### src/rtl/blink_tick_gen.sv
// ============================================================================
// Module      : blink_tick_gen
// Description : Rate-selectable tick prescaler. A debounced button cycles the
//               rate through 0..3, and each rate step doubles the tick rate.
//               Optional macro BLINK_TICK_SYNC_EN puts a two-flop synchronizer
//               in front of the debouncer.
// Revision    : 1.0 - initial release
// ============================================================================
`default_nettype none

module blink_tick_gen #(
    parameter int BASE_DIV   = 8,
    parameter int DEB_CYCLES = 16
) (
    input  logic       clk,
    input  logic       reset,
    input  logic       btn,
    input  logic       run_en,
    output logic       tick,
    output logic [1:0] rate,
    output logic       btn_level
);

    localparam int CW = $clog2(8 * BASE_DIV);
    localparam int DW = $clog2(DEB_CYCLES);
    localparam logic [CW:0]   c_BASE     = (CW + 1)'(BASE_DIV);
    localparam logic [CW:0]   c_ONE      = (CW + 1)'(1);
    localparam logic [DW-1:0] c_DEB_LAST = DW'(DEB_CYCLES - 1);

    typedef enum logic [0:0] {
        S_REL = 1'b0,
        S_PRS = 1'b1
    } state_t;

    state_t        r_state;
    logic [DW-1:0] r_dcnt;
    logic [CW-1:0] r_cnt;
    logic          r_tick;
    logic [1:0]    r_rate;
    logic          r_btn_level;

    logic          w_btn_s;
    logic          w_differ;
    logic          w_switch;
    logic          w_press;
    logic [CW:0]   w_period;
    logic [CW:0]   w_last;
    logic          w_wrap;

`ifdef BLINK_TICK_SYNC_EN
    logic [1:0] r_sync;

    always_ff @(posedge clk or negedge reset) begin
        if (!reset) begin
            r_sync <= 2'b00;
        end else begin
            r_sync <= {r_sync[0], btn};
        end
    end

    assign w_btn_s = r_sync[1];
`else
    assign w_btn_s = btn;
`endif

    assign w_differ = (w_btn_s != r_btn_level);
    assign w_switch = w_differ && (r_dcnt == c_DEB_LAST);
    assign w_press  = w_switch && (r_state == S_REL);

    // Debounce FSM; rate advances only on an accepted release-to-press.
    always_ff @(posedge clk or negedge reset) begin
        if (!reset) begin
            r_state     <= S_REL;
            r_dcnt      <= '0;
            r_rate      <= 2'd0;
            r_btn_level <= 1'b0;
        end else begin
            if (!w_differ) begin
                r_dcnt <= '0;
            end else if (w_switch) begin
                r_dcnt <= '0;
            end else begin
                r_dcnt <= r_dcnt + DW'(1);
            end
            case (r_state)
                S_REL: begin
                    if (w_switch) begin
                        r_state     <= S_PRS;
                        r_btn_level <= 1'b1;
                        r_rate      <= r_rate + 2'd1;
                    end
                end
                S_PRS: begin
                    if (w_switch) begin
                        r_state     <= S_REL;
                        r_btn_level <= 1'b0;
                    end
                end
                default: begin
                    r_state     <= S_REL;
                    r_btn_level <= 1'b0;
                end
            endcase
        end
    end

    assign w_period = c_BASE << (2'd3 - r_rate);
    assign w_last   = w_period - c_ONE;
    assign w_wrap   = ({1'b0, r_cnt} == w_last);

    // A rate change restarts the period, overriding any coincident wrap.
    always_ff @(posedge clk or negedge reset) begin
        if (!reset) begin
            r_cnt  <= '0;
            r_tick <= 1'b0;
        end else if (w_press) begin
            r_cnt  <= '0;
            r_tick <= 1'b0;
        end else if (run_en) begin
            if (w_wrap) begin
                r_cnt  <= '0;
                r_tick <= 1'b1;
            end else begin
                r_cnt  <= r_cnt + CW'(1);
                r_tick <= 1'b0;
            end
        end else begin
            r_tick <= 1'b0;
        end
    end

    assign tick      = r_tick;
    assign rate      = r_rate;
    assign btn_level = r_btn_level;

endmodule

`default_nettype wire

### config.mk
export PLATFORM = sky130hd
export DESIGN_NAME = blink_tick_gen
export DESIGN_NICKNAME = d
export VERILOG_FILES = /design/src/rtl/blink_tick_gen.sv
export SDC_FILE = /design/constraint.sdc
export NUM_CORES = 1
export LEC_CHECK = 0
export CORE_MARGIN = 8
export CORE_UTILIZATION = 58
export DETAILED_ROUTE_END_ITERATION = 10
export PLACE_DENSITY = 0.81
export SYNTH_ARGS = -nofsm -noshare
export SYNTH_HDL_FRONTEND = slang
export SYNTH_SLANG_ARGS = --single-unit
### constraint.sdc
create_clock -name clk -period 5.9 [get_ports clk]
set_input_delay 1.77 -clock clk [delete_from_list [all_inputs] [get_ports clk]]
set_output_delay 1.77 -clock clk [all_outputs]
set_load 0.02 [all_outputs]
==> summary.md, run 1 <==
| Metric | Value |
|---|---|
| Tmin final | `4.01 ns` |
| RSZ-0062 raised after global routing | `false` |
| Slack of the worst reg-to-reg path | `3.26 ns` |
| Total number of vias | `567` |
| Most common cell in the synthesized netlist | `dfrtp_1` |
| Post-synthesis cell type count | `27` |
| Post-route cell area | `920 um2` |
| Clk buf depth | `2` |
| # setup viols final | `0` |
| Global-route wire length before repair | `2.64 mm` |
| Port-buffer cells | `7` |
| Area grow syn2layout | `12.9%` |
| Vias per cell | `5.73` |
| Yosys reg bits | `15` |
| Routed Antenna Nets | `0` |
| Mapped Avg Cell Area | `10.9 um2` |
| End of the critical path | `r_cnt[5]$_DFFE_PN0P_` |
| CTS Hold Buffers Added | `0` |
| Vias in the first global route | `594` |
| Width of the die | `53.5 um` |
| Ys flop type | `dfrtp_1` |
| Final Hold Viols | `0` |
| Worst R2R End | `r_cnt[5]$_DFFE_PN0P_` |
| Initial antenna violation count | `0` |
| Max cap viols | `0` |
| Die H | `53.5 um` |
| Yosys top cell area share | `46.1%` |
| Final Skew | `0.00661 ns` |
| Final Non-Filler Cells | `99` |
| Least-Margin Pin Slew | `0.684 ns` |
| CTS Buf Count | `3` |
| Number of remaining DRC errors | `0` |
| Root Driver | `clkbuf_4` |
| R2R Path Start | `r_dcnt[0]$_DFF_PN0_` |
| Post-DP Area | `892 um2` |
| Sequential area share after synthesis | `46.1%` |
| Final setup TNS | `0 ns` |
| Tot GR Track Use | `13.0%` |
| Syn Inst Count | `75` |
| Util after Layout | `70.7%` |
| DP Cell Count | `95` |
| Starting density of the core | `62.6%` |
| Final net count | `97` |
| Slew headroom | `54.2%` |
| R2R cell count | `8` |
| H-tree depth | `1` |
| Clk Latency, worst-skew pair | `0.29 ns` |
| Initial DRC Count | `9` |
| # IOs | `8` |
| Grt ovf | `0` |
| Std cell rows | `13` |
| Routed met2 length | `820 um` |
| Routed wl met3 | `49 um` |
| # clock sinks | `15` |
| Asr flop ratio synth | `100%` |
| Core Footprint | `1300 um2` |
| Area contributors post-synth | `dfrtp_1 46%, ha_1 12%, xnor2_1 4.3%` |
| Leading area contributor after synthesis | `dfrtp_1` |
| Die ar. | `2860 um2` |
| Detailed Routing Iterations Pass 1 | `4` |
| Met1 WL | `622 um` |
| RePlAce Congestion | `0.704` |
| WL/cell | `15.7 um` |
| Post-synth EDFFs | `0` |
| Hold Crit Class | `reg2reg` |
| Largest net degree at the start of global routing | `16` |
| Fillers | `111` |
| Static Leakage | `0.413 nW` |
| Critical path fanouts, max | `13` |
| Critical path type | `in2reg` |
| Dpl hpwl | `1.19 mm` |
| DRT Wirelength | `1.55 mm` |
| Power Dens Cells | `319 nW/um2` |
| WHS Path Cells | `1` |
| Max Slew Vio Count | `0` |
| Fin crit share | `67.9%` |
| Status | `complete, no violations` |
| Ant. Diodes | `0` |
| CTS tree | `done` |
| WHS | `0.498 ns` |
| Startpoint Class | `primary input` |
| Worst-path clk slew | `0.10 ns` |
| # resized after CTS | `0` |
| Crit path from | `btn` |
| Yosys Warn Count | `0` |
| Syn Nets | `87` |
| Max Fclk | `0.250 GHz` |
| Mapped Area | `815 um2` |
| Critical path endpoint category | `flop` |
| Hold Startpoint | `r_state$_DFF_PN0_` |
| WP data required | `6.08 ns` |
| Maximum VDD drop | `0.240 mV` |
| Setup bufs post-CTS | `0` |
| Layout cell share with drive strength beyond 1 | `8.33%` |
| Top Metal Used | `met4` |
| CP Data Arrival Time | `4.19 ns` |
| Synth cell count leaders | `15 x dfrtp_1, 8 x ha_1, 6 x nor2_1` |
[cell usage in the layout, fill, tap and decap left out, types with 3 or more instances in the layout]
| cell type | netlist | final |
|---|---|---|
| a21oi_1 | 3 | 3 |
| clkbuf_4 | 0 | 3 |
| clkdlybuf4s50_1 | 0 | 7 |
| dfrtp_1 | 15 | 15 |
| ha_1 | 8 | 8 |
| inv_1 | 5 | 5 |
| nand2_1 | 5 | 5 |
| nand3_1 | 3 | 3 |
| nor2_1 | 6 | 6 |
| o21ai_0 | 3 | 3 |
| xnor2_1 | 4 | 4 |
| xor2_1 | 3 | 3 |
[layer usage]
| layer | vias to the layer above | track usage [%] |
|---|---|---|
| met2 | 9 | 21.7 |
| met1 | 276 | 13.9 |
| met3 | 6 | 3.36 |
| met5 | - | 0 |
| li1 | 276 | - |
| met4 | 0 | 8.82 |
[logic make-up (layout without fill, tap and decap cells)]
logic type / count (synthesis) / after routing / share of synthesized area [%]
AOI/OAI and AO/OA: 12 / 12 / 12.0
xor gates and xnor gates: 7 / 7 / 7.53
adders and majority gates: 8 / 8 / 12.3
buffers and inverters: 7 / 16 / 3.69
DFF: 15 / 15 / 46.1
muxes: 2 / 2 / 2.46
and+or+nand+nor: 24 / 24 / 16.0
[how the worst min path moves through the flow]
stage	slack [ns]	endpoint
after floorplan	0.45	btn_level$_DFFE_PN0P_
after global placement	0.48	btn_level$_DFFE_PN0P_
after detailed placement	0.48	btn_level$_DFFE_PN0P_
after CTS	0.49	btn_level$_DFFE_PN0P_
after global routing	0.52	btn_level$_DFFE_PN0P_
final	0.50	btn_level$_DFFE_PN0P_
[report_power, final]
| group | internal [mW] | total [mW] | switching (mW) |
|---|---|---|---|
| Combinational | 0.0382 | 0.0780 | 0.0398 |
| Clock | 0.0252 | 0.0629 | 0.0376 |
| Sequential | 0.126 | 0.153 | 0.0265 |
[per-stage QoR]
| stage | total power [mW] | setup slack [ns] |
|---|---|---|
| 3_3_place_gp | 0.225 | 1.81 |
| 5_1_grt | 0.311 | 1.78 |
| 3_5_place_dp | 0.231 | 1.61 |
| 6_report | 0.293 | 1.89 |
| 2_1_floorplan | 0.208 | 2.55 |
| 4_1_cts | 0.292 | 1.91 |
[sequential cells by signal (all words and copies together) (netlist names)]
register and flops:
rate 2, r_cnt 6, tick 1, r_dcnt 4
r_state 1, btn_level 1
[final cells by class]
class	count	area, um2	share of cell area [%]
Multi-Input combinational cell	53	409	44.5
Tap cell	15	18.8	2.04
Inverter	5	18.8	2.04
Clock buffer	3	22.5	2.45
Sequential cell	15	375	40.8
Clock inverter	1	5.00	0.544
Timing Repair Buffer	7	70.1	7.62
[worst max-delay path, stage by stage]
cell and delay, ns:
clkdlybuf4s50_1 0.41, xnor2_1 0.18, or2_2 0.34, inv_1 0.07, ha_1 0.41, o2111ai_1 0.27
or3_1 0.39, a221oi_1 0.34
(Power assumes the default switching activity.)
==> run 2, diff against run 1 <==
--- a/config.mk
+++ b/config.mk
@@ -6,9 +6,9 @@
 export NUM_CORES = 1
 export LEC_CHECK = 0
 export CORE_MARGIN = 8
-export CORE_UTILIZATION = 58
+export CORE_UTILIZATION = 48
 export DETAILED_ROUTE_END_ITERATION = 10
-export PLACE_DENSITY = 0.81
+export PLACE_DENSITY = 0.72
 export SYNTH_ARGS = -nofsm -noshare
 export SYNTH_HDL_FRONTEND = slang
 export SYNTH_SLANG_ARGS = --single-unit
==> constraint.sdc (replaced) <==
create_clock -name clk -period 3.24 [get_ports clk]
set_input_delay 0.972 -clock clk [delete_from_list [all_inputs] [get_ports clk]]
set_output_delay 0.972 -clock clk [all_outputs]
set_load 0.02 [all_outputs]
==> run 2 against run 1 <==
- clock power up 80%
- clock skew up 0.00097 ns
- sequential cell count unchanged
- worst hold slack worse by 0.012 ns
- core utilization down 14 points
- critical path depth unchanged
- critical path type unchanged
- register-to-register slack worse by 2.2 ns
- worst setup slack worse by 1.4 ns
==> summary.md, run 2 (synthesized netlist as in run 1, its figures left out) <==
| Metric | Value |
|---|---|
| Critical path endpoint category | `flop` |
| Most frequent cells in the layout | `15 x dfrtp_1, 8 x ha_1, 7 x clkdlybuf4s50_1` |
| # resized after CTS | `0 (unchanged)` |
| Vias in the first global route | `622 (+4.7%)` |
| CTS Buf Count | `3 (unchanged)` |
| CTS Hold Buffers Added | `0 (unchanged)` |
| DP Cell Count | `98 (+3.2%)` |
| WP data required | `3.44 ns (-2.64 ns)` |
| Top reg by flops | `r_cnt` |
| Power Dens Cells | `563 nW/um2 (+76%)` |
| Global-route wire length before repair | `2.50 mm (-5.2%)` |
| Static Leakage | `0.414 nW (+0.41%)` |
| Final Hold Viols | `0 (unchanged)` |
| Final setup TNS | `0 ns (unchanged)` |
| Grt ovf | `0 (unchanged)` |
| Clk buf depth | `2 (unchanged)` |
| CTS tree | `done` |
| Final net count | `98 (+1.0%)` |
| Tot GR Track Use | `9.32% (-3.6 points)` |
| Critical path cell sequence | `clkdlybuf4s50_1, xnor2_1, or2_2, inv_1, ha_1, o2111ai_1, or3_1, a221oi_1` |
| Max Slew Vio Count | `0 (unchanged)` |
| Util after Layout | `56.4% (-14 points)` |
| Worst-path clk slew | `0.10 ns (about the same)` |
| Port-buffer cells | `7 (unchanged)` |
| Starting density of the core | `49.3% (-13 points)` |
| Std cell rows | `15 (+2)` |
| Max reg flops | `6 (unchanged)` |
| Maximum VDD drop | `0.321 mV (+33%)` |
| Status | `complete, no violations` |
| # IOs | `8 (unchanged)` |
| Total number of vias | `561 (-1.1%)` |
| # setup viols final | `0 (unchanged)` |
| Hold Crit Class | `reg2reg` |
| Die H | `57.2 um (+7.0%)` |
| Routed Antenna Nets | `0 (unchanged)` |
| Critical path type | `in2reg` |
| Tmin final | `2.74 ns` |
| CP Data Arrival Time | `2.93 ns (-1.26 ns)` |
| DRT Wirelength | `1.41 mm (-9.1%)` |
| Startpoint Class | `primary input` |
| WL/cell | `13.8 um (-12%)` |
| Max cap viols | `0 (unchanged)` |
| Dpl hpwl | `1.06 mm (-11%)` |
| Root Driver | `clkbuf_4` |
| Final Skew | `0.00757 ns (+0.000966 ns)` |
| Slew headroom | `54.9% (+0.72 points)` |
| RePlAce Congestion | `0.769 (+9.3%)` |
| Crit-path max cell delay | `0.41 ns (about the same)` |
| Critical path fanouts, max | `5 (-8)` |
| Layout cell share with drive strength beyond 1 | `9.41% (+1.1 points)` |
| Final Non-Filler Cells | `102 (+3.0%)` |
| Ant. Diodes | `0 (unchanged)` |
| Commonest non-fill, non-tap cell in the layout | `dfrtp_1` |
| Fin crit share | `84.4%` |
| Detailed Routing Iterations Pass 1 | `4 (unchanged)` |
| Largest net degree at the start of global routing | `16 (unchanged)` |
| Setup bufs post-CTS | `0 (unchanged)` |
| CP max stage cell | `clkdlybuf4s50_1` |
| Initial antenna violation count | `0 (unchanged)` |
| RSZ-0062 raised after global routing | `false` |
| H-tree depth | `1 (unchanged)` |
| Vias per cell | `5.50 (-4.0%)` |
| CP bufs+invs | `2 (unchanged)` |
| Initial DRC Count | `9 (unchanged)` |
| Least-Margin Pin Slew | `0.674 ns (-0.0108 ns)` |
| Die ar. | `3270 um2 (+14%)` |
| Max Fclk | `0.366 GHz` |
| WHS | `0.486 ns (-0.0118 ns)` |
| # clock sinks | `15 (unchanged)` |
| Number of remaining DRC errors | `0 (unchanged)` |
| Width of the die | `57.2 um (+7.0%)` |
| Gate family responsible for the most delay along the worst path | `simple AND/OR/NAND/NOR gates` |
| Core Footprint | `1650 um2 (+27%)` |
| Area grow syn2layout | `14.4%` |
| Clk Latency, worst-skew pair | `0.28 ns (about the same)` |
-- run 2: cell types whose count changed in the layout (fill, tap and decap cells not counted), sizes merged --
cell / change
buf: +1
clkinv: -1
clkinvlp: +1
-- run 2: where the power goes --
group	internal, mW	switching [mW]	total [mW]
Combinational	0.0690	0.0646	0.134
Clock	0.0468	0.0658	0.113
Sequential	0.229	0.0489	0.278
-- run 2: stage by stage --
step	area (um2)	total power [mW]	setup WS (ns)
finish	932	0.525	0.505
global placement	902	0.409	0.231
global route	932	0.564	0.382
detailed placement	902	0.416	0.181
CTS	932	0.531	0.492
floorplan	815	0.378	0.689
-- run 2: final cells by class --
class	count	area, um2
clock inverters	1	7.51
inverters	5	18.8
well taps	17	21.3
clock buffers	3	22.5
repair buffers	8	77.6
fillers	149	719
multi-input cells	53	409
flip-flops and latches	15	375
-- run 2: path summary, 6_finish.rpt --
path                                         end  depth (start not counted)                start  slack, ns
setup reg to reg            r_cnt[5]$_DFFE_PN0P_                          8  r_dcnt[0]$_DFF_PN0_       1.08
setup / recovery            r_cnt[5]$_DFFE_PN0P_                          8                  btn       0.50
min in group asynchronous    rate[1]$_DFFE_PN0P_                          1                reset       1.09
hold / removal             btn_level$_DFFE_PN0P_                          1    r_state$_DFF_PN0_       0.49
max in group asynchronous   r_cnt[3]$_DFFE_PN0P_                          1                reset       1.72
hold reg to reg            btn_level$_DFFE_PN0P_                          1    r_state$_DFF_PN0_       0.49
-- run 2: routing by layer --
layer	share of wire, %	routed length, um	global-route usage (%)
met5	0	0	0
met4	0.85	12	4.36
met3	4.7	66	2.66
met2	51	724	15.8
met1	43	608	10.4
==> run 3, diff against run 2 <==
--- a/config.mk
+++ b/config.mk
@@ -6,9 +6,9 @@
 export NUM_CORES = 1
 export LEC_CHECK = 0
 export CORE_MARGIN = 8
-export CORE_UTILIZATION = 48
+export CORE_UTILIZATION = 54
 export DETAILED_ROUTE_END_ITERATION = 10
-export PLACE_DENSITY = 0.72
+export PLACE_DENSITY = 0.76
 export SYNTH_ARGS = -nofsm -noshare
 export SYNTH_HDL_FRONTEND = slang
 export SYNTH_SLANG_ARGS = --single-unit
==> constraint.sdc (replaced) <==
create_clock -name clk -period 2.8 [get_ports clk]
set_input_delay 0.84 -clock clk [delete_from_list [all_inputs] [get_ports clk]]
set_output_delay 0.84 -clock clk [all_outputs]
set_load 0.02 [all_outputs]
==> run 3 against run 2 <==
- final cell count grew 2.9%
- global-route usage up 1.6 points
- sequential cell count unchanged
- register-to-register slack worse by 0.36 ns
- sequential power rose by 15%
- worst hold slack lost 0.014 ns
- sequential share of layout area decreased by 1.1 points
- core utilization is 9.4 points higher
- clock power is 8% higher
- combinational power is 23% higher
- die area shrank 8.1%
- clock-buffer cell count grew 1
- critical endpoint unchanged
==> summary.md, run 3 (synthesized netlist as in run 1, its figures left out) <==
| Metric | Value |
|---|---|
| Final Skew | `0.000810 ns (-0.00676 ns)` |
| Dpl hpwl | `1.03 mm (-2.5%)` |
| # setup viols final | `0 (unchanged)` |
| Starting density of the core | `56.0% (+6.7 points)` |
| RSZ-0062 raised after global routing | `false` |
| # IOs | `8 (unchanged)` |
| Critical path fanouts, max | `2 (-3)` |
| CTS Hold Buffers Added | `0 (unchanged)` |
| Dpl ws | `-0.000747 ns (-0.182 ns)` |
| Least-Margin Pin Slew | `0.685 ns (+0.0117 ns)` |
| Std cell rows | `14 (-1)` |
| Final setup TNS | `0 ns (unchanged)` |
| WL/cell | `13.3 um (-4.0%)` |
| Final Non-Filler Cells | `105 (+2.9%)` |
| Global-route wire length before repair | `2.38 mm (-5.0%)` |
| Startpoint Class | `primary input` |
| Util after Layout | `65.8% (+9.4 points)` |
| Width of the die | `54.8 um (-4.1%)` |
| End of the critical path | `r_cnt[5]$_DFFE_PN0P_` |
| # clock sinks | `15 (unchanged)` |
| Commonest non-fill, non-tap cell in the layout | `dfrtp_1` |
| Port-buffer cells | `7 (unchanged)` |
| Post-DP Area | `931 um2 (+3.2%)` |
| Fillers | `116 (-22%)` |
| Status | `complete, no violations` |
| CTS tree | `done` |
| WP data required | `2.99 ns (-0.45 ns)` |
| Worst-path clk slew | `0.08 ns (-0.02 ns)` |
| Total number of vias | `570 (+1.6%)` |
| Die ar. | `3010 um2 (-8.1%)` |
| Grt ovf | `0 (unchanged)` |
| Most frequent cells in the layout | `15 x dfrtp_1, 8 x ha_1, 7 x clkdlybuf4s50_1` |
| Initial DRC Count | `7 (-2)` |
| Setup bufs post-CTS | `0 (unchanged)` |
| H-tree depth | `1 (unchanged)` |
| Max Slew Vio Count | `0 (unchanged)` |
| Critical path type | `in2reg` |
| DRT Wirelength | `1.39 mm (-1.2%)` |
| Initial antenna violation count | `0 (unchanged)` |
| Detailed Routing Iterations Pass 1 | `4 (unchanged)` |
| Slack of the worst reg-to-reg path | `0.72 ns (-0.36 ns)` |
| Root Driver | `clkbuf_4` |
| Clk Latency, worst-skew pair | `0.28 ns (about the same)` |
| Vias in the first global route | `571 (-8.2%)` |
| Ant. Diodes | `0 (unchanged)` |
| Vias per cell | `5.43 (-1.3%)` |
| R2R Path Start | `r_dcnt[0]$_DFF_PN0_` |
| WHS | `0.473 ns (-0.0138 ns)` |
| Core Footprint | `1450 um2 (-12%)` |
| R2R cell count | `8 (unchanged)` |
| CTS Buf Count | `3 (unchanged)` |
| Routed Antenna Nets | `0 (unchanged)` |
| Die H | `54.8 um (-4.1%)` |
| Maximum VDD drop | `0.417 mV (+30%)` |
| Hold Crit Class | `reg2reg` |
| Worst setup margin | `0.292 ns (-0.213 ns)` |
| Number of remaining DRC errors | `0 (unchanged)` |
| Top reg by flops | `r_cnt` |
| CP Data Arrival Time | `2.69 ns (-0.24 ns)` |
| # resized after CTS | `0 (unchanged)` |
| Worst R2R End | `r_cnt[5]$_DFFE_PN0P_` |
| Clk buf depth | `2 (unchanged)` |
| Tot GR Track Use | `10.9% (+1.6 points)` |
| Crit path from | `btn` |
| Area grow syn2layout | `17.5%` |
| Power Dens Cells | `635 nW/um2 (+13%)` |
| Final Hold Viols | `0 (unchanged)` |
| Post-route cell area | `957 um2 (+2.7%)` |
| WHS Path Cells | `1 (unchanged)` |
| RePlAce Congestion | `0.728 (-5.4%)` |
| Static Leakage | `0.433 nW (+4.6%)` |
| Largest net degree at the start of global routing | `16 (unchanged)` |
| Layout cell share with drive strength beyond 1 | `12.4% (+2.9 points)` |
| Pwr Total | `608 uW (+16%)` |
| Max reg flops | `6 (unchanged)` |
| DP Cell Count | `101 (+3.1%)` |
| Max cap viols | `0 (unchanged)` |
| Tmin final | `2.51 ns` |
| Critical path endpoint category | `flop` |
| Fin crit share | `89.6%` |
| Final net count | `102 (+4.1%)` |
| Slew headroom | `54.2% (-0.78 points)` |
| Max Fclk | `0.399 GHz` |
-- run 3: cell count changes in the layout (fill, tap and decap cells not counted) --
cell,delta
buf_4,+4
clkbuf_1,+1
clkinvlp_4,-1
-- run 3: worst min-delay path by stage --
| stage | start | endpoint | slack, ns |
|---|---|---|---|
| after global placement | r_state$_DFF_PN0_ | btn_level$_DFFE_PN0P_ | 0.45 |
| after CTS | r_state$_DFF_PN0_ | btn_level$_DFFE_PN0P_ | 0.48 |
| after floorplan | r_state$_DFF_PN0_ | btn_level$_DFFE_PN0P_ | 0.45 |
| final | r_state$_DFF_PN0_ | btn_level$_DFFE_PN0P_ | 0.47 |
| after global routing | r_state$_DFF_PN0_ | btn_level$_DFFE_PN0P_ | 0.50 |
| after detailed placement | r_state$_DFF_PN0_ | btn_level$_DFFE_PN0P_ | 0.46 |
-- run 3: report_power, final --
| part | internal (mW) | switching [mW] |
|---|---|---|
| sequential | 0.266 | 0.0555 |
| combinational | 0.0869 | 0.0781 |
| clock | 0.0553 | 0.0667 |
-- run 3: area by class of cell --
| cell class | count | area [um2] | share of cell area, % |
|---|---|---|---|
| clock buffer | 4 | 26.3 | 2.75 |
| inverter | 5 | 18.8 | 1.96 |
| multi-input combinational | 53 | 409 | 42.7 |
| sequential | 15 | 375 | 39.2 |
| tap | 16 | 20.0 | 2.09 |
| timing repair buffer | 12 | 108 | 11.2 |
-- run 3: routing by layer --
metal  global-route usage [%]  wire length [um]  up-vias
li1                         -                 -      283
met1                     12.0               617      272
met2                     18.1               679       12
met3                     3.80                82        3
met4                     5.74                13        0
met5                        0                 0        -
-- run 3: critical path, cell delays in order --
cell	delay [ns]
clkdlybuf4s50_1	0.42
xnor2_1	0.14
or2_2	0.31
inv_1	0.06
ha_1	0.15
o2111ai_1	0.15
or3_1	0.37
a221oi_1	0.25
